### src/rtl/sid_pkg.sv
// Shared constants, waveform bit indices and LFSR parameters for the SID voice.
package sid_pkg;
  localparam int ACC_W = 24;
  localparam int OUT_W = 16;
  localparam int PH_W = 12;

  localparam int WAVE_TRI = 0;
  localparam int WAVE_SAW = 1;
  localparam int WAVE_PULSE = 2;
  localparam int WAVE_NOISE = 3;

  localparam int LFSR_W = 23;
  localparam logic [LFSR_W-1:0] LFSR_SEED = 23'h7FFFF8;
  localparam int LFSR_TAP_A = 22;
  localparam int LFSR_TAP_B = 17;

  function automatic logic [OUT_W-1:0] to_smp(
    input logic [PH_W-1:0] w
  );
    return {~w[PH_W-1], w[PH_W-2:0], 4'b0000};
  endfunction
endpackage

### src/rtl/sid_noise_lfsr.sv
// 23-bit Fibonacci noise LFSR; hold reloads the seed, step shifts once.
module sid_noise_lfsr
  import sid_pkg::*;
(
  input  logic              clk,
  input  logic              rst,
  input  logic              step,
  input  logic              hold,
  output logic [LFSR_W-1:0] lfsr
);

  always_ff @(posedge clk) begin
    if (rst || hold) begin
      lfsr <= LFSR_SEED;
    end else if (step) begin
      lfsr <= {lfsr[LFSR_W-2:0],
               lfsr[LFSR_TAP_A] ^ lfsr[LFSR_TAP_B]};
    end
  end

endmodule

### src/rtl/sid_voice.sv
// SID-style oscillator voice: phase accumulator, tri/saw/pulse waveforms.
// Noise waveform is built only when SID_VOICE_NOISE_EN is defined.
module sid_voice
  import sid_pkg::*;
#(
  parameter int ACC_W = sid_pkg::ACC_W,
  parameter int OUT_W = sid_pkg::OUT_W
) (
  input  logic             clk,
  input  logic             rst,
  input  logic             tick,
  input  logic [15:0]      freq,
  input  logic [11:0]      pw,
  input  logic [3:0]       wave,
  input  logic             test,
  output logic [OUT_W-1:0] smp,
  output logic             smp_valid
);

  logic [ACC_W-1:0] acc;
  logic [ACC_W-1:0] acc_sum;
  logic [ACC_W-1:0] phase;
  logic             v1;
  logic [PH_W-1:0]  p;
  logic [PH_W-1:0]  w_tri;
  logic [PH_W-1:0]  w_pulse;
  logic [PH_W-1:0]  w_noise;
  logic             use_noise;
  logic [PH_W-1:0]  w;
  logic             unused_bits;

  assign acc_sum = acc + ACC_W'(freq);

  always_ff @(posedge clk) begin
    if (rst) begin
      acc <= '0;
      v1  <= 1'b0;
    end else begin
      v1 <= tick;
      if (test) begin
        acc <= '0;
      end else if (tick) begin
        acc <= acc_sum;
      end
    end
  end

  // test forces phase zero for the sample being emitted as well
  assign phase = test ? '0 : acc;
  assign p     = phase[23:12];
  assign w_tri = phase[23] ? ~phase[22:11] : phase[22:11];
  assign w_pulse = (p >= pw) ? 12'hFFF : 12'h000;
  assign unused_bits = ^phase[10:0];

`ifdef SID_VOICE_NOISE_EN
  logic [LFSR_W-1:0] lfsr;
  logic [LFSR_W-1:0] nsrc;
  logic              step;

  assign step = tick && !acc[19] && acc_sum[19];

  sid_noise_lfsr u_noise (
    .clk  (clk),
    .rst  (rst),
    .step (step),
    .hold (test),
    .lfsr (lfsr)
  );

  assign nsrc = test ? LFSR_SEED : lfsr;
  assign w_noise = {nsrc[20], nsrc[18], nsrc[14], nsrc[11],
                    nsrc[9], nsrc[5], nsrc[2], nsrc[0], 4'b0000};
  assign use_noise = wave[WAVE_NOISE];
`else
  logic unused_noise;
  assign unused_noise = wave[WAVE_NOISE];
  assign w_noise   = '0;
  assign use_noise = 1'b0;
`endif

  always_comb begin
    w = '1;
    if (wave[WAVE_TRI])   w = w & w_tri;
    if (wave[WAVE_SAW])   w = w & p;
    if (wave[WAVE_PULSE]) w = w & w_pulse;
    if (use_noise)        w = w & w_noise;
    if (!(wave[WAVE_TRI] || wave[WAVE_SAW] ||
          wave[WAVE_PULSE] || use_noise)) begin
      w = '0;
    end
  end

  always_ff @(posedge clk) begin
    if (rst) begin
      smp       <= '0;
      smp_valid <= 1'b0;
    end else begin
      smp_valid <= v1;
      if (v1) smp <= to_smp(w);
    end
  end

endmodule

### config.mk
export PLATFORM = sky130hd
export DESIGN_NAME = sid_voice
export DESIGN_NICKNAME = d
export VERILOG_FILES = /design/src/rtl/sid_pkg.sv /design/src/rtl/sid_noise_lfsr.sv /design/src/rtl/sid_voice.sv
export SDC_FILE = /design/constraint.sdc
export NUM_CORES = 1
export LEC_CHECK = 0
export ABC_AREA = 1
export CORE_UTILIZATION = 50
export CTS_CLUSTER_SIZE = 40
export DETAILED_ROUTE_END_ITERATION = 12
export PLACE_DENSITY = 0.87
export SLEW_MARGIN = 20
export SYNTH_ARGS = -nofsm -noshare
export SYNTH_HDL_FRONTEND = slang
export SYNTH_SLANG_ARGS = --single-unit
### constraint.sdc
create_clock -name clk -period 2.71 [get_ports clk]
set_input_delay 0.542 -clock clk [delete_from_list [all_inputs] [get_ports clk]]
set_output_delay 0.542 -clock clk [all_outputs]
set_load 0.01 [all_outputs]
Word level (Yosys, flattened, before mapping)

Index checks and enable logic that the tools add are counted.

Flip-flop bits (word level): 38
Logic and storage cells: 20
Bits of input ports: 36
Output and inout port bits: 17

Bitwise logic cells: 4
Multiplexer cells: 7
Reduce and logical (&&, ||, !) cells: 3
Magnitude comparators: 1
$add $sub $neg: 1

Operator list:

| kind                                      | count |
|---|---|
| 12-bit 2-to-1 mux                         | 6 |
| 24-bit by 16-bit adder with 24-bit output | 1 |
| 12-bit AND                                | 2 |
| 24-bit 2-to-1 mux                         | 1 |
| 12-bit greater-or-equal comparator        | 1 |
| 12-bit inverter                           | 1 |
| 1-bit logical OR                          | 2 |
| 2-bit OR reduction                        | 1 |
| 1-bit inverter                            | 1 |

Logic depth before layout (Yosys ltp)

Gate-level depths: netlist of run 1.

Depth in word-level cells: 10
Gate-level depth with buffers: 16
Depth with buffers taken out: 16

Least setup slack after synthesis of run 1

Ideal clock, no wire load.

Kind: input-to-reg
From: input test
To: register smp[10]
Setup time: 132 ps
Setup slack: 646 ps
Cell stages on the path: 12
Buffers on the path: 2
Required time: 2578 ps
Arrival: 1932 ps
Cells stage by stage: inv_2 > nand2_1 > buf_2 > inv_1 > ha_1 > a211oi_1 > o21ai_0 > a21oi_1 > nand2_2 > buf_6 > nand3_1 > a21oi_1

Longest elaborated chain between the ends: 9
Elaborated cells between the ends (all ways): 11
Those cells by class: order compare (1); mux (7); bitwise (3)

RTL lines:

| item                                                                       | RTL line        | text |
|---|---|---|
| from (decl)                                                                | sid_voice.sv:15 | `input logic test,` |
| 24-bit 2-to-1 mux *                                                        | sid_voice.sv:49 | `assign phase = test ? '0 : acc;` |
| branches (longest 6 deep; another with 12-bit greater-or-equal comparator) | --              |  |
| 12-bit 2-to-1 mux *                                                        | sid_voice.sv:85 | `if (wave[WAVE_PULSE]) w = w & w_pulse;` |
| 12-bit 2-to-1 mux *                                                        | sid_voice.sv:87 | `if (!(wave[WAVE_TRI] \|\| wave[WAVE_SAW] \|\|` |
| to (signal assigned)                                                       | sid_voice.sv:99 | `if (v1) smp <= to_smp(w);` |
| to (decl)                                                                  | sid_voice.sv:16 | `output logic [OUT_W-1:0] smp,` |

Mark *: on every way between the ends.
A chain may end at the register's enable or synchronous reset.

Worst setup path after layout of run 1

From: input test
To: register smp[13]

Same word-level chain as after synthesis.

==> results.md, run 1 <==
* Highest cell delay on the worst timing path at 550 ps
* DPL Wire Length at between 6000 and 7000 um
* Slew @ Worst Pin at 552 ps
* IR drop worst, VDD at 0.000250 V
* Largest net degree at the start of global routing at 30
* DRC Markers at 0
* Share of layout cells above drive strength 1 at 5.07%
* Initial DRT Pass Iterations at 5
* Slowest cell on the critical path: clkdlybuf4s50_1
* RSZ-0062 raised after global routing: no
* CTS max path bufs at 2
* Vias post-DR at 3390
* Total gr overflow at 0
* Post-synth cell types at 34
* Core area at 6030 um^2
* Slew Limit Headroom at between 60 and 70%
* Total global routing track utilization at 26.5%
* # IOs at 53
* CP dominant cell by count: a21oi_1
* Crit path DAT at roughly 2600 ps
* FF+latch count, synth at 38
* Number of flops mapped to enable cells by yosys at 0
* Site Rows at 28
* Post-CTS Hold Buffers at 0
* Final Setup Violations at 0
* Async S/R FF share, synth at 0%
* Total Wirelength at between 8000 and 9000 um
* Main flop type after synthesis: dfxtp_1
* Top cell type by total area after synthesis: dfxtp_1
* Via/cell ratio at between 5 and 6
* Syn avg cell area at 6.04 um^2
* Final-layout fill cell count at 545
* CP delay by family, top: buffers and inverters
* Leading post-synthesis cells by cell area: dfxtp_1 (24%), nand2_1 (14%), ha_1 (11%)
* 1st-iter DRT viols at 279
* Crit start category: input port
* Max Clk Rate at 420 MHz
* Post_cts resized at 0
* Worst-path cell chain: clkdlybuf4s50_1, inv_2, nand2_1, inv_1, ha_1, a211oi_1, o21ai_0, a21oi_1, nand2_2, nand3_1, a21oi_1
* Diode count at 0
* Antenna violations before repair at 0
* Clock root buffer: clkbuf_8
* Required @ worst endpoint at 2890 ps
* Seq/Total Area, Yosys at 24.0%
* Synth Warn # at 0
* Die H at 81.6 um
* Critical path type: input port to register
* First-pass GRT wire length at 13500 um
* Crit share post-route at 87.9%
* TNS Setup at 0 ps
* Post-route ant nets at 0
* Clk_skew at 8.04 ps
* Hold crit path type: register to register
* Initial Util at 52.5%
* CP Max Fanout at 12
* Static Leak at 0.00194 uW
* Placed instance area at 3720 um^2
* Area growth syn-to-layout at 19.9%
* Clock sink count at 38
* Cell with the most instances after synthesis: nand2_1
* Synthesized area at 3170 um^2
* Post-synth top area share at 24.0%
* Final Max Slew Viols at 0
* CP Buf/Inv Count at 3
* Critical path capture point type: register
* Pwr dens at 343 nW/um^2
* Later-pin clock latency in the skew report at 290 ps
* Final Hold Viols at 0
* Max_cap viols at 0
* H-tree depth at 2
* Vias in the first global route at 3076
* Die width at around 80 um
* Syn Inst Count at 524
* Post-synth top cells: nand2_1 (118), inv_1 (88), nor2_1 (70)
* Buffer count from post-CTS setup fixing at 0
* CTS tree: yes
* Clock-pin slew on the worst setup and hold paths at 70 ps
* Die ar. at 6650 um^2
* Input/output buffers at 47
* Status: finished, final reports clean
* WL/cell at roughly 13 um
* Post-layout min period at about 2400 ps
* Routability Congestion at around 0.91
* Final Instance Area at 3800 um^2
* CTS Buf Count at 5
* Final nets at 636
power by group:
group          switching [uW]  leakage, uW  internal [uW]
sequential               12.4     0.000309            575
clock                     199    0.0000438            173
combinational             199      0.00159            144
state kept, by name, summed over array words and instances, names as in the netlist:
| name | flops |
|---|---|
| acc | 24 |
| smp | 12 |
| smp_valid | 1 |
| v1 | 1 |
cells by family after synthesis:
group	count (synthesis)	share of synthesized area, %
xor+xnor	6	1.66
other cells	1	0.118
flops	38	24.0
fa+ha+maj	28	11.3
buf+inv	109	14.2
compound gates	101	17.2
simple gates	241	31.5
path summary, 6_finish.rpt:
| check | start | to | slack (ps) | depth (start not counted) |
|---|---|---|---|---|
| worst max-delay path | test | smp[13] | 330 | 11 |
| worst min-delay path | smp[8] | smp[8] | 460 | 2 |
| worst max register to register | acc[17] | smp[13] | 800 | 11 |
| worst min register to register | smp[8] | smp[8] | 460 | 2 |
per-layer routing:
| layer | GRT usage (%) | vias up | share of wire (%) |
|---|---|---|---|
| li1 | - | 1766 | - |
| met1 | 34.0 | 1508 | 46 |
| met2 | 44.3 | 104 | 46 |
| met3 | 4.67 | 12 | 5.8 |
| met4 | 10.0 | 0 | 1.7 |
| met5 | 0 | - | 0 |
tightest hold or removal path: cells and delay by family, from the launching register on:
family          cells  cell delay (ps)
flops               1              310
simple gates        1               60
compound gates      1               50
final cells by class:
cell class	count	area, um^2	share of cell area [%]
Inverter	90	338	8.90
Sequential cell	38	761	20.0
Clock buffer	5	68.8	1.81
Clock inverter	2	10.0	0.264
Multi-Input combinational cell	380	1970	51.8
Tap cell	75	93.8	2.47
Timing Repair Buffer	57	558	14.7
per-stage QoR:
stage          util, %  power, uW  setup WS (ps)  hold slack, ps  instances
2_1_floorplan        -        820            646             445        527
3_3_place_gp      61.7        927            135             451        640
3_5_place_dp      61.7        939           43.2             455        640
4_1_cts           63.0       1310            339             466        647
5_1_grt           63.0       1380            160             478        647
6_report          63.0       1300            327             463        647
layout by cell type (no fill, tap or decap), types with 4 or more instances in the layout:
cell,count
clkbuf_8,5
buf_4,9
nand2_1,118
nor3_1,11
o21ai_0,35
dfxtp_1,38
o22ai_1,10
inv_1,88
xor2_1,5
ha_1,27
nor2_1,70
nand3_1,30
a21oi_1,46
clkdlybuf4s50_1,47
conb_1,4
nand4_1,4
(Power assumes the default switching activity.)
==> run 2: changes to the inputs <==
--- a/config.mk
+++ b/config.mk
@@ -5,11 +5,10 @@
 export SDC_FILE = /design/constraint.sdc
 export NUM_CORES = 1
 export LEC_CHECK = 0
-export ABC_AREA = 1
 export CORE_UTILIZATION = 50
 export CTS_CLUSTER_SIZE = 40
 export DETAILED_ROUTE_END_ITERATION = 12
-export PLACE_DENSITY = 0.87
+export PLACE_DENSITY = 0.88
 export SLEW_MARGIN = 20
 export SYNTH_ARGS = -nofsm -noshare
 export SYNTH_HDL_FRONTEND = slang
==> results.md, run 2 <==
* Post-layout min period at 2650 ps (+263 ps)
* Slew Limit Headroom at 48.2% (-15 points)
* Share of layout cells above drive strength 1 at 14.5% (+9.4 points)
* Vias in the first global route at 2597 (-16%)
* Leading cell type in the layout, fill and taps excluded: clkdlybuf4s50_1
* Clock sink count at 38 (unchanged)
* Later-pin clock latency in the skew report at 300 ps (about the same)
* Main flop type after synthesis: dfxtp_1
* Routability Congestion at 0.886 (-2.9%)
* DPL Wire Length at 5050 um (-22%)
* # IOs at 53 (unchanged)
* CP Buf/Inv Count at 2 (-1)
* Hold Slack at 470 ps (+7.24 ps)
* Status: finished, final reports clean
* M1 GR Usage at 28.9% (-5.1 points)
* Clock root buffer: clkbuf_8
* Total global routing track utilization at 24.6% (-1.9 points)
* Number of flops mapped to enable cells by yosys at 0 (unchanged)
* Async S/R FF share, synth at 0% (unchanged)
* Input/output buffers at 47 (unchanged)
* Top cell type by total area after synthesis: dfxtp_1
* Leading post-synthesis cells by cell area: dfxtp_1 (27%), ha_1 (12%), xnor2_1 (6.6%)
* Core area at 5240 um^2 (-13%)
* Final Max Slew Viols at 0 (unchanged)
* Diode count at 0 (unchanged)
* Worst-path cell chain: clkdlybuf4s50_1, buf_6, nand2b_1, ha_1, nand2b_1, a21o_1, a21o_1, a21oi_1, o21bai_2, o311a_2, a32o_1
* Final Setup Violations at 0 (unchanged)
* CTS tree: yes
* Synth Warn # at 0 (unchanged)
* Highest cell delay on the worst timing path at 410 ps (-140 ps)
* Final nets at 458 (-28%)
* Total Wirelength at 7400 um (-9.2%)
* Worst Setup SP: test
* Required @ worst endpoint at 2910 ps (+20 ps)
* 1st-iter DRT viols at 265 (-5.0%)
* Seq/Total Area, Yosys at 27.4% (+3.4 points)
* Vias post-DR at 2727 (-20%)
* Critical path type: input port to register
* IR drop worst, VDD at 0.000313 V (+26%)
* Post-synth top cells: dfxtp_1 (38), nor2_1 (31), ha_1 (27)
* Area growth syn-to-layout at 31.0%
* Final-layout fill cell count at 401 (-26%)
* Slowest cell on the critical path: clkdlybuf4s50_1
* Site Rows at 26 (-7.1%)
* Most frequent cells in the layout: clkdlybuf4s50_1 (45), dfxtp_1 (38), nor2_1 (31)
* DRC Markers at 0 (unchanged)
* Total gr overflow at 0 (unchanged)
* Cell with the most instances after synthesis: dfxtp_1
* Static Leak at 0.00151 uW (-22%)
* Worst R2R Path Depth at 9 (-2)
* Sequential cell area at 761 um^2 (unchanged)
* GRT Max-Usage Layer: met2
* Clk_skew at 9.16 ps (+1.12 ps)
* Post-route ant nets at 0 (unchanged)
* Syn Inst Count at 329 (-37%)
* Grt met2 use at 42.6% (-1.7 points)
* Synthesized area at 2770 um^2 (-12%)
* Hold path startpoint: smp[5]
* Hold path depth at 1 (-1)
* H-tree depth at 2 (unchanged)
* Via/cell ratio at 5.88 (+12%)
* Antenna violations before repair at 0 (unchanged)
* Clock-pin slew on the worst setup and hold paths at 80 ps (about the same)
* WL/cell at 16.0 um (+27%)
* Post-synth top area share at 27.4% (+3.4 points)
* Initial Util at 53.0% (+0.43 points)
* Crit start category: input port
* Die width at 76.5 um (-6.2%)
* CP Max Fanout at 15 (+3)
* Post-synth cell types at 52 (+53%)
* First-pass GRT wire length at 11700 um (-14%)
* Layout Utilization at 69.4% (+6.4 points)
* Largest net degree at the start of global routing at 21 (-30%)
* Crit path DAT at 2840 ps (+280 ps)
* CP delay by family, top: compound AO/OA/AOI/OAI gates
* M3 GR Usage at 5.39% (+0.72 points)
* Pwr dens at 393 nW/um^2 (+15%)
* Max FFs per register at 24 (unchanged)
* Multi-input logic area at 1920 um^2 (-2.2%)
* Initial DRT Pass Iterations at 5 (unchanged)
* CTS max path bufs at 2 (unchanged)
* Max_cap viols at 0 (unchanged)
* Critical path capture point type: register
* Biggest regs: acc x24, smp x12
* Max Clk Rate at 378 MHz (-9.9%)
* Reg with most FFs: acc
* CTS Buf Count at 5 (unchanged)
* Die ar. at 5850 um^2 (-12%)
* Crit share post-route at 97.6% (+9.7 points)
* Slew @ Worst Pin at 774 ps (+222 ps)
* Syn avg cell area at 8.43 um^2 (+40%)
* FF+latch count, synth at 38 (unchanged)
* Hold crit path type: register to register
* Die H at 76.5 um (-6.2%)
* WP depth at 11 (unchanged)
* Final Hold Viols at 0 (unchanged)
* Origin of the critical flop-to-flop path: acc[0]
[run 2: cell types whose count changed after synthesis, moves of 11 or more]
cell     before  now
nand2_1     118   17
inv_1        88   18
nor2_1       70   31
a21oi_1      46   24
nand3_1      30    9
xnor2_1       1   21
a32o_1        0   11
[run 2: cells by family (layout without fill, tap and decap cells)]
group                      count (synthesis)  count (layout)  share of synthesized area, %
AOI/OAI and AO/OA                         94              95                          23.9
xor gates and xnor gates                  26              26                          8.21
adders and majority gates                 28              28                          12.9
buffers and inverters                     38              99                          6.45
DFF                                       38              38                          27.4
muxes                                     11              11                          4.01
other                                      1               4                         0.135
and+or+nand+nor                           93              93                          17.0
[run 2: worst paths after layout]
kind         slack [ps]       to
min                 470   smp[5]
max reg2reg         150  acc[22]
max                  60   smp[8]
min reg2reg         470   smp[5]
[run 2: worst register-to-register path, stage by stage (launching register included)]
cell	delay [ps]
dfxtp_1	320
ha_2	200
fa_2	410
a21o_4	240
a221oi_4	310
o31ai_4	120
a21bo_2	290
a41oi_4	330
nor4_2	90
mux2i_1	130
[run 2: layer usage]
layer | vias up | wire length [um]
li1 | 1308 | -
met2 | 138 | 3690
met5 | - | 0
met4 | 0 | 193
met3 | 21 | 483
met1 | 1260 | 3040
[run 2: timing repair]
action | in CTS | in global routing
gates resized for setup | 4 | 11
buffers inserted | 0 | 4
cloned | 0 | 1
hold buffers | 0 | 0
pin swaps | 1 | 11
endpoints found under the setup margin | 17 | 18
[run 2: power breakdown]
group          leakage, uW  internal, uW  switching, uW  total [uW]
Combinational      0.00114           172            173         344
Sequential        0.000309           575           13.4         588
Clock            0.0000573           295            202         497
Total              0.00151          1040            388        1430
[run 2: final cells by class]
class	instances	share of cell area [%]
Sequential cell	38	20.9
Multi-Input combinational cell	257	52.9
Timing Repair Buffer	74	18.8
Clock inverter	1	0.826
Clock buffer	6	2.27
Tap cell	70	2.41
Inverter	18	1.86
[run 2: stage by stage]
step	setup TNS, ps	area [um^2]	std cells	total power (uW)	setup slack [ps]
2_1_floorplan	0	2790	332	790	52.0
3_3_place_gp	-6400	3400	452	899	-364
3_5_place_dp	-7850	3400	452	913	-447
4_1_cts	0	3540	459	1410	7.29
5_1_grt	-61.0	3630	464	1490	-61.0
6_report	0	3630	464	1430	64.3
